### src/rtl/post_mux_counter_bank_if.sv
// Measurement-race handshake and result bus between the RO PUF sequencer
// and the post-mux counter bank.
interface post_mux_counter_bank_if #(
    parameter int CHANNELS = 2,
    parameter int WIDTH    = 22
);
    localparam int IDX_W = (CHANNELS > 1) ? $clog2(CHANNELS) : 1;

    logic                      start;
    logic [CHANNELS-1:0]       enable;
    logic                      busy;
    logic                      done;
    logic [IDX_W-1:0]          winner;
    logic                      tie;
    logic                      timeout;
    logic [CHANNELS*WIDTH-1:0] count;

    modport master (
        output start, enable,
        input  busy, done, winner, tie, timeout, count
    );

    modport slave (
        input  start, enable,
        output busy, done, winner, tie, timeout, count
    );
endinterface

### src/rtl/post_mux_counter_bank.sv
// Multi-channel post-mux counter bank: races CHANNELS counters to 2^GOAL_BIT
// and reports winner, tie, timeout and all final counts until the next start.
module post_mux_counter_bank #(
    parameter int CHANNELS       = 2,
    parameter int WIDTH          = 22,
    parameter int GOAL_BIT       = WIDTH - 1,
    parameter int TIMEOUT_CYCLES = 2 ** 24
) (
    input  logic                     clk,
    input  logic                     reset,
    post_mux_counter_bank_if.slave   bus
);
    localparam int IDX_W = (CHANNELS > 1) ? $clog2(CHANNELS) : 1;
    localparam int CYC_W = (TIMEOUT_CYCLES > 1) ? $clog2(TIMEOUT_CYCLES) : 1;
    localparam logic [WIDTH-1:0] GOAL = {{(WIDTH-1){1'b0}}, 1'b1} << GOAL_BIT;

    typedef enum logic [1:0] {
        IDLE = 2'd0,
        RUN  = 2'd1,
        DONE = 2'd2
    } state_t;

    state_t state_q, state_d;

    logic [WIDTH-1:0]    cnt_q    [CHANNELS];
    logic [WIDTH-1:0]    cnt_next [CHANNELS];
    logic [CHANNELS-1:0] hit;
    logic [CYC_W-1:0]    cyc_q;
    logic [IDX_W-1:0]    winner_q;
    logic                tie_q;
    logic                timeout_q;

    logic [IDX_W-1:0]    low_idx;
    logic                any_hit;
    logic                multi_hit;
    logic                cyc_expired;
    int                  n_hits;

    // Goal detection looks at the value each counter is about to take, so the
    // winner's latched count is exactly the goal.
    always_comb begin
        // NOTE: every combinational output gets a default first; a path that
        // leaves one unassigned would infer a latch.
        low_idx = '0;
        n_hits  = 0;
        for (int i = 0; i < CHANNELS; i++) begin
            cnt_next[i] = cnt_q[i] + {{(WIDTH-1){1'b0}}, bus.enable[i]};
            hit[i]      = (cnt_next[i] == GOAL);
            n_hits      = n_hits + int'(hit[i]);
        end
        for (int i = CHANNELS - 1; i >= 0; i--) begin
            if (hit[i]) low_idx = IDX_W'(i);
        end
        any_hit     = (n_hits > 0);
        multi_hit   = (n_hits > 1);
        cyc_expired = (cyc_q == CYC_W'(TIMEOUT_CYCLES - 1));
    end

    always_comb begin
        state_d = state_q;
        unique case (state_q)
            IDLE:    if (bus.start) state_d = RUN;
            RUN:     if (any_hit || cyc_expired) state_d = DONE;
            DONE:    state_d = IDLE;
            default: state_d = IDLE;
        endcase
    end

    // NOTE: sequential state uses non-blocking assignments only, so every
    // register samples pre-edge values regardless of statement order.
    always_ff @(posedge clk) begin
        if (reset) begin
            state_q   <= IDLE;
            cyc_q     <= '0;
            winner_q  <= '0;
            tie_q     <= 1'b0;
            timeout_q <= 1'b0;
            for (int i = 0; i < CHANNELS; i++) cnt_q[i] <= '0;
        end else begin
            state_q <= state_d;
            unique case (state_q)
                IDLE: begin
                    if (bus.start) begin
                        cyc_q     <= '0;
                        winner_q  <= '0;
                        tie_q     <= 1'b0;
                        timeout_q <= 1'b0;
                        for (int i = 0; i < CHANNELS; i++) cnt_q[i] <= '0;
                    end
                end
                RUN: begin
                    cyc_q <= cyc_q + CYC_W'(1);
                    if (any_hit) begin
                        winner_q  <= low_idx;
                        tie_q     <= multi_hit;
                        timeout_q <= 1'b0;
                        for (int i = 0; i < CHANNELS; i++) cnt_q[i] <= cnt_next[i];
                    end else if (cyc_expired) begin
                        // Abort: counts freeze at their pre-edge values.
                        winner_q  <= '0;
                        tie_q     <= 1'b0;
                        timeout_q <= 1'b1;
                    end else begin
                        for (int i = 0; i < CHANNELS; i++) cnt_q[i] <= cnt_next[i];
                    end
                end
                default: ;
            endcase
        end
    end

    // Outputs decode registered state only; no input reaches them combinationally.
    always_comb begin
        bus.busy    = (state_q != IDLE);
        bus.done    = (state_q == DONE);
        bus.winner  = winner_q;
        bus.tie     = tie_q;
        bus.timeout = timeout_q;
        bus.count   = '0;
        for (int i = 0; i < CHANNELS; i++) bus.count[i*WIDTH +: WIDTH] = cnt_q[i];
    end
endmodule

### src/flat_wrapper.sv
// flat-port wrapper written by rule: the top's interface ports become plain ports
module post_mux_counter_bank_flat 
#(
    parameter int CHANNELS       = 2,
    parameter int WIDTH          = 22,
    parameter int GOAL_BIT       = WIDTH - 1,
    parameter int TIMEOUT_CYCLES = 2 ** 24
)
  (clk, reset, bus_start, bus_enable, bus_busy, bus_done, bus_winner, bus_tie, bus_timeout, bus_count);
  post_mux_counter_bank_if #(.CHANNELS(CHANNELS), .WIDTH(WIDTH)) bus_i ();
  input  logic clk;
  input  logic reset;
  input wire logic [$bits(bus_i.start)-1:0] bus_start;
  input wire logic [$bits(bus_i.enable)-1:0] bus_enable;
  output wire logic [$bits(bus_i.busy)-1:0] bus_busy;
  output wire logic [$bits(bus_i.done)-1:0] bus_done;
  output wire logic [$bits(bus_i.winner)-1:0] bus_winner;
  output wire logic [$bits(bus_i.tie)-1:0] bus_tie;
  output wire logic [$bits(bus_i.timeout)-1:0] bus_timeout;
  output wire logic [$bits(bus_i.count)-1:0] bus_count;
  assign bus_i.start = bus_start;
  assign bus_i.enable = bus_enable;
  assign bus_busy = bus_i.busy;
  assign bus_done = bus_i.done;
  assign bus_winner = bus_i.winner;
  assign bus_tie = bus_i.tie;
  assign bus_timeout = bus_i.timeout;
  assign bus_count = bus_i.count;
  post_mux_counter_bank #(.CHANNELS(CHANNELS), .WIDTH(WIDTH), .GOAL_BIT(GOAL_BIT), .TIMEOUT_CYCLES(TIMEOUT_CYCLES)) u_core (.clk(clk), .reset(reset), .bus(bus_i));
endmodule
### config.mk
export PLATFORM = sky130hd
export DESIGN_NAME = post_mux_counter_bank_flat
export DESIGN_NICKNAME = d
export VERILOG_FILES = /design/src/rtl/post_mux_counter_bank_if.sv /design/src/rtl/post_mux_counter_bank.sv /design/src/flat_wrapper.sv
export SDC_FILE = /design/constraint.sdc
export NUM_CORES = 1
export LEC_CHECK = 0
export ABC_AREA = 1
export BUFFER_PORTS_ARGS = -buffer_cell sky130_fd_sc_hd__buf_2
export CORE_UTILIZATION = 50
export CTS_CLUSTER_DIAMETER = 60
export DETAILED_ROUTE_END_ITERATION = 6
export PLACE_DENSITY = 0.67
export SKIP_LAST_GASP = 1
export SLEW_MARGIN = 20
export SYNTH_ARGS = -nofsm -noshare
export SYNTH_HDL_FRONTEND = slang
export SYNTH_SLANG_ARGS = --single-unit
### constraint.sdc
create_clock -name clk -period 4.8 [get_ports clk]
set_input_delay 0.24 -clock clk [delete_from_list [all_inputs] [get_ports clk]]
set_output_delay 0.24 -clock clk [all_outputs]
set_load 0.02 [all_outputs]
==> results.md, run 1 <==
* Status: completed
* Critical Path End Type: register
* Worst hold-check path type: primary input to register
* CP peak stage delay at 370 ps
* Leakage power at 2.02 nW
* Maximum resistive drop on vdd at 0.163 mV
* Top cell types by occurrence after synthesis: sky130_fd_sc_hd__nand2_1 (187), sky130_fd_sc_hd__nor2_1 (101), sky130_fd_sc_hd__inv_1 (74), sky130_fd_sc_hd__edfxtp_1 (44), sky130_fd_sc_hd__nand3_1 (40)
* Total DRC errors in the routed layout at 0
* Share of final-layout standard cells stronger than drive strength 1 at 0.164
* P per Cell Area at 315 nW/um^2
* Share of the synthesized area in the top cell type at 0.297
* Number of top-level pins at 54
* Setup Buffers After CTS at 0
* Most common cell in the netlist: sky130_fd_sc_hd__nand2_1
* Number of maximum-capacitance violations at 0
* Number of vias per cell at 5.20
* Largest cells by area after synthesis: sky130_fd_sc_hd__edfxtp_1 (30%), sky130_fd_sc_hd__nand2_1 (16%), sky130_fd_sc_hd__dfxtp_1 (13%), sky130_fd_sc_hd__nor2_1 (8.5%), sky130_fd_sc_hd__inv_1 (6.2%)
* Number of enable-type register cells in the synthesized netlist at 44
* Count of hold-fix buffers inserted at cts at 0
* Final net count at 683
* Fraction of the yosys area taken by sequential cells at 0.428
* Crit-path most repeated cell: sky130_fd_sc_hd__nand3_2
* Utilization after layout at 0.582
* Flip-flop and latch count after synthesis at 73
* Reg2reg path depth at 14
* CTS Buffer Depth at 2
* Final number of hold-violating endpoints at 0
* Root buf cell: sky130_fd_sc_hd__clkbuf_8
* Initial antenna violation count at 0
* Dpl hpwl at 7620 um
* Core area at 8680 um^2
* Chip Width at 96.3 um
* Fmax at 297 MHz
* Biggest area consumer among synthesized cells: sky130_fd_sc_hd__edfxtp_1
* Total vias in the final route at 4,091
* Clock transition at path regs at 80 ps
* CP required at 4810 ps
* CTS tree: yes
* Final-report max-slew violation count at 0
* Synthesized area per cell at 7.24 um^2
* List of cells traversed by the critical path: ha_1, ha_1, nand2_1, nor2_4, nand2_2, nor2_2, xor2_1, nand2_1, nor2_1, nand3_2, nand3_2, nand2_4, nand3_2, buf_4
* Global route total overflow at 0
* Synthesized instance count at 614
* Syn-to-layout area delta at 13.6%
* TritonCTS buffer count at 9
* Fillers at 837
* Number of warning messages in the yosys log at 0
* Initial DRT Pass Iterations at 5
* Slowest library cell on the worst path: sky130_fd_sc_hd__edfxtp_1
* Total routing resource utilization after global routing at 0.240
* Unrepaired setup endpoints after global routing: no
* Wire length of the first global-routing pass at 17,200 um
* Violation count after the first detailed-route iteration at 173
* Clock Latency Late Sink at 350 ps
* Level count of the clock H-tree at 3
* Inst Count DP at 770
* Final TNS setup at 0 ps
* Final ANT Viol Nets at 0
* Number of cells upsized or downsized after cts at 0
* Finish-stage setup viols at 0
* Routed length per instance at 13.2 um
* WL final at 10,400 um
* GPL Wtd Cong at 0.869
* Number of stages on the worst hold path at 4
* Post-Layout Cell Count at 786
* Count of different cell masters after synthesis at 37
* Worst clock skew at 11.8 ps
* Post-synth net total at 624
* FFs w/ async S/R, synth at 0
* Full die area at 9270 um^2
* Effective utilization at floorplan at 0.512
* Headroom to the max-slew limit at 0.577
* Worst-path maximum fanout at 45
* Count of input and output buffers at 53
* WP data arrival at 3380 ps
* Share of the clock period used by the worst path at 0.701
* Critical path launch point type: register
* Dominant register cell in the synthesized netlist: sky130_fd_sc_hd__edfxtp_1
* Std cell rows at 34
* Transition time at the pin with the least slew margin at 632 ps
* Via count of the first global-routing pass at 3,797
* Die span in y at 96.3 um
* # diodes at 0
* Setup Crit Path Kind: register to register
* Synth Cell Area at 4450 um^2
* Maximum number of pins on one net before global-route repair at 46
* Final period demand of the worst path at 3360 ps
* Sink Count at 73
-- critical path, delay by kind of cell, from the launching register on --
kind	cells	cell delay, ps
XOR/XNOR	1	210
adder cells (fa/ha/maj)	2	580
buffers and inverters	1	370
flip-flops	1	370
AND/OR/NAND/NOR	10	1480
-- worst paths after layout --
kind | from | endpoint | slack (ps)
setup / recovery | u_core.cnt_q[0][0]$_DFFE_PP_ | u_core.cnt_q[0][25]$_DFFE_PP_ | 1440
hold / removal | bus_enable[1] | u_core.cnt_q[0][22]$_DFFE_PP_ | 320
setup reg to reg | u_core.cnt_q[0][0]$_DFFE_PP_ | u_core.cnt_q[0][25]$_DFFE_PP_ | 1440
hold reg to reg | u_core.bus.tie$_SDFFE_PP0P_ | u_core.bus.tie$_SDFFE_PP0P_ | 480
-- final cells by class --
| type | count | area [um^2] | share of cell area |
|---|---|---|---|
| flip-flops and latches | 73 | 1900 | 0.377 |
| multi-input cells | 456 | 2200 | 0.436 |
| clock buffers | 11 | 131 | 0.0260 |
| clock inverters | 5 | 104 | 0.0206 |
| inverters | 77 | 289 | 0.0572 |
| well taps | 108 | 135 | 0.0268 |
| repair buffers | 56 | 288 | 0.0570 |
-- cells by family (layout without fill, tap and decap cells) --
kind of cell | Yosys count | in the layout | synth area share
AND/OR/NAND/NOR | 373 | 373 | 0.360
flip-flops | 73 | 73 | 0.428
adder cells (fa/ha/maj) | 5 | 5 | 0.0141
AO/OA/AOI/OAI | 72 | 72 | 0.108
buffers and inverters | 85 | 149 | 0.0785
XOR/XNOR | 6 | 6 | 0.0118
-- through the flow --
step           instance area (um^2)  setup slack [ps]  total power, mW  hold slack [ps]
2_1_floorplan                  4450               948            0.940              444
3_3_place_gp                   4810              1580             1.02              461
3_5_place_dp                   4810              1440             1.02              466
4_1_cts                        5050              1410             1.60              319
5_1_grt                        5050              1110             1.67              340
6_report                       5050              1440             1.59              324
-- cells in the final DEF (no fill, tap or decap), types with 9 or more instances in the layout --
| master | count |
|---|---|
| sky130_fd_sc_hd__nand2_1 | 187 |
| sky130_fd_sc_hd__nand3_1 | 39 |
| sky130_fd_sc_hd__a21oi_1 | 23 |
| sky130_fd_sc_hd__edfxtp_1 | 44 |
| sky130_fd_sc_hd__buf_2 | 53 |
| sky130_fd_sc_hd__nor2_1 | 101 |
| sky130_fd_sc_hd__nand4_1 | 10 |
| sky130_fd_sc_hd__a21oi_2 | 18 |
| sky130_fd_sc_hd__dfxtp_1 | 29 |
| sky130_fd_sc_hd__inv_1 | 74 |
| sky130_fd_sc_hd__clkbuf_8 | 9 |
-- where the power goes --
part,leakage [nW],switching (mW),internal [mW],total [mW]
Clock,0.118,0.237,0.346,0.584
Combinational,1.19,0.176,0.0736,0.250
Sequential,0.717,0.0495,0.709,0.759
-- routing by layer --
layer | vias to the layer above | part of all wire | wire length (um) | track usage
li1 | 2127 | - | - | -
met1 | 1869 | 0.47 | 4900 | 0.317
met2 | 85 | 0.48 | 4950 | 0.398
met3 | 10 | 0.039 | 409 | 0.0379
met4 | 0 | 0.011 | 116 | 0.0858
met5 | - | 0 | 0 | 0
-- sequential cells by signal, summed over array words and instances (netlist names) --
signal	flops
u_core.bus.timeout	1
u_core.state_q	2
u_core.cnt_q	44
u_core.bus.tie	1
u_core.bus.winner	1
u_core.cyc_q	24
No activity file was read; power rests on OpenSTA's default activity.
==> run 2: changes to the inputs <==
clock period = 3.25 ns   (was 4.8 ns; I/O delays follow)
==> run 2 against run 1 <==
  * First-iteration DRC count increased by 8.7%
  * Die area unchanged
  * Routed wire length decreased by 0.69%
  * Utilization rose by 0.39 points
  * Largest cell class unchanged
  * Register-to-register slack worse by 1100 ps
==> results.md, run 2 (synthesized netlist as in run 1, its figures left out) <==
* Transition time at the pin with the least slew margin at 702 ps (+70.0 ps)
* Logic depth of the worst path, buffers included at 14 (unchanged)
* Setup Crit Path Kind: register to register
* Number of flip-flops under the largest register name at 44 (unchanged)
* Sequential cell fraction of total power at 0.492 (+0.015)
* Buffers & Inverters on Critical Path at 1 (unchanged)
* Root buf cell: sky130_fd_sc_hd__clkbuf_8
* Leakage power at 2.04 nW (+0.65%)
* Fmax at 346 MHz (+16%)
* Number of cells upsized or downsized after cts at 0 (unchanged)
* Maximum resistive drop on vdd at 0.248 mV (+52%)
* Worst-path maximum fanout at 28 (-38%)
* # diodes at 0 (unchanged)
* Inst Count DP at 772 (+0.26%)
* Initial antenna violation count at 0 (unchanged)
* Top delay family on crit path: simple AND/OR/NAND/NOR gates
* Share of the clock period used by the worst path at 0.889 (+0.188)
* Total DRC errors in the routed layout at 0 (unchanged)
* Total net switching power at 0.687 mW (+48%)
* Final number of hold-violating endpoints at 0 (unchanged)
* Level count of the clock H-tree at 3 (unchanged)
* Number of vias per cell at 5.20 (about the same)
* Reg2reg path depth at 14 (unchanged)
* Number of maximum-capacitance violations at 0 (unchanged)
* Critical R2R Capture: u_core.cnt_q[0][43]$_DFFE_PP_
* Worst R2R Start: u_core.cnt_q[0][0]$_DFFE_PP_
* Std cell rows at 34 (unchanged)
* Final period demand of the worst path at 2890 ps (-474 ps)
* Syn-to-layout area delta at 14.3%
* Final net count at 685 (+0.29%)
* Unrepaired setup endpoints after global routing: no
* Slowest library cell on the worst path: sky130_fd_sc_hd__edfxtp_1
* Dpl hpwl at 7580 um (-0.49%)
* Core area at 8680 um^2 (unchanged)
* Launch point of the worst hold path: reset
* Effective utilization at floorplan at 0.512 (unchanged)
* Count of hold-fix buffers inserted at cts at 0 (unchanged)
* Die span in y at 96.3 um (unchanged)
* Global route total overflow at 0 (unchanged)
* Status: completed
* Flop-to-flop setup slack at 360 ps (-1080 ps)
* Violation count after the first detailed-route iteration at 188 (+8.7%)
* Most common cell after layout, fill and taps aside: sky130_fd_sc_hd__nand2_1
* Critical path launch point type: register
* Headroom to the max-slew limit at 0.530 (-0.0468)
* Post-Layout Cell Count at 788 (+0.25%)
* Initial DRT Pass Iterations at 6 (+1)
* Clock Power Share at 0.340 (-0.027)
* CTS Buffer Depth at 2 (unchanged)
* Internal power consumption at 1.59 mW (+41%)
* Sink Count at 73 (unchanged)
* Combinational Power Share at 0.168 (+0.011)
* CP peak stage delay at 380 ps (about the same)
* Clock Latency Late Sink at 350 ps (about the same)
* Total routing resource utilization after global routing at 0.233 (-0.00731)
* Share of final-layout standard cells stronger than drive strength 1 at 0.166 (+0.00246)
* Via count of the first global-routing pass at 3,656 (-3.7%)
* Total vias in the final route at 4,101 (+0.24%)
* Worst hold-check path type: primary input to register
* P per Cell Area at 448 nW/um^2 (+42%)
* Most used cells in the layout excluding fill and tap cells: sky130_fd_sc_hd__nand2_1 (187), sky130_fd_sc_hd__nor2_1 (101), sky130_fd_sc_hd__inv_1 (74)
* Number of top-level pins at 54 (unchanged)
* Final-report max-slew violation count at 0 (unchanged)
* TritonCTS buffer count at 9 (unchanged)
* CP required at 3300 ps (-1510 ps)
* Maximum number of pins on one net before global-route repair at 45 (-2.2%)
* Net switching share of the total power at 0.301 (+0.0106)
* Chip Width at 96.3 um (unchanged)
* Final total power at 2.28 mW (+43%)
* CTS tree: yes
* Utilization after layout at 0.586 (+0.00389)
* Finish-stage setup viols at 0 (unchanged)
* Routed length per instance at 13.1 um (-0.95%)
* Worst Hold Path EP: u_core.cyc_q[4]$_SDFFE_PP0P_
* Top Registers: u_core.cnt_q x44, u_core.cyc_q x24, u_core.state_q x2
* Critical Path End Type: register
* Number of stages on the worst hold path at 2 (-2)
* Final ANT Viol Nets at 0 (unchanged)
* Wire length of the first global-routing pass at 16,700 um (-2.9%)
* Count of input and output buffers at 53 (unchanged)
* Worst clock skew at 10.0 ps (-1.78 ps)
* WL final at 10,300 um (-0.69%)
* Largest register by flop count: u_core.cnt_q
* Final TNS setup at 0 ps (unchanged)
* List of cells traversed by the critical path: ha_1, ha_1, nand2_1, nor2_4, nand2_2, nor2_2, xor2_1, nand2_1, nor2_1, nand3_2, nand3_2, nand2_4, nand3_4, buf_12
* Full die area at 9270 um^2 (unchanged)
* WP data arrival at 2940 ps (-440 ps)
* Clock transition at path regs at 80 ps (about the same)
* GPL Wtd Cong at 0.826 (-4.9%)
* Setup Buffers After CTS at 0 (unchanged)
* Fillers at 814 (-2.7%)
==> run 2: cell count changes in the layout (fill, tap and decap cells not counted) <==
cell and change:
sky130_fd_sc_hd__buf_12 +3, sky130_fd_sc_hd__clkbuf_1 -2, sky130_fd_sc_hd__clkinv_1 +2, sky130_fd_sc_hd__buf_4 -1, sky130_fd_sc_hd__bufinv_16 -1, sky130_fd_sc_hd__clkinv_2 +1
sky130_fd_sc_hd__clkinv_4 -1, sky130_fd_sc_hd__clkinvlp_4 +1, sky130_fd_sc_hd__nand3_2 -1, sky130_fd_sc_hd__nand3_4 +1
==> run 2: layer usage <==
| metal | vias up | track usage | share of wire |
|---|---|---|---|
| met1 | 1871 | 0.320 | 0.47 |
| met3 | 11 | 0.0395 | 0.045 |
| li1 | 2129 | - | - |
| met5 | - | 0 | 0 |
| met2 | 90 | 0.375 | 0.47 |
| met4 | 0 | 0.0699 | 0.012 |
==> run 2: area by class of cell <==
type / count / area [um^2] / share of cell area
Clock buffer: 9 / 124 / 0.0244
Clock inverter: 7 / 85.1 / 0.0167
Inverter: 77 / 289 / 0.0569
Multi-Input combinational cell: 456 / 2210 / 0.434
Sequential cell: 73 / 1900 / 0.374
Tap cell: 108 / 135 / 0.0266
Timing Repair Buffer: 58 / 340 / 0.0669
==> run 2: worst max path at each step <==
| stage | from | end | slack, ps |
|---|---|---|---|
| 5_1_grt | u_core.cnt_q[0][0]$_DFFE_PP_ | u_core.cnt_q[0][38]$_DFFE_PP_ | 110 |
| 4_1_cts | u_core.cnt_q[0][0]$_DFFE_PP_ | u_core.cnt_q[0][43]$_DFFE_PP_ | 360 |
| 3_5_place_dp | u_core.cnt_q[0][0]$_DFFE_PP_ | u_core.cnt_q[0][23]$_DFFE_PP_ | 390 |
| 2_1_floorplan | u_core.cnt_q[0][0]$_DFFE_PP_ | u_core.cnt_q[0][0]$_DFFE_PP_ | 320 |
| 3_3_place_gp | u_core.cnt_q[0][0]$_DFFE_PP_ | u_core.cnt_q[0][23]$_DFFE_PP_ | 580 |
| 6_report | u_core.cnt_q[0][0]$_DFFE_PP_ | u_core.cnt_q[0][43]$_DFFE_PP_ | 360 |
==> run 2: power by group through the flow <==
| stage | clock [mW] | sequential (mW) | combinational [mW] |
|---|---|---|---|
| after detailed placement | 0 | 1.14 | 0.384 |
| after global placement | 0 | 1.14 | 0.380 |
| after global routing | 0.828 | 1.13 | 0.426 |
| final | 0.775 | 1.12 | 0.384 |
| after floorplan | 0 | 1.19 | 0.201 |
| after CTS | 0.787 | 1.12 | 0.386 |
==> run 2: through the flow <==
step	setup WS [ps]	cell area [um^2]	hold slack (ps)
floorplan	319	4460	379
global route	111	5080	244
CTS	360	5080	219
detailed placement	392	4870	461
finish	361	5080	229
global placement	577	4870	457
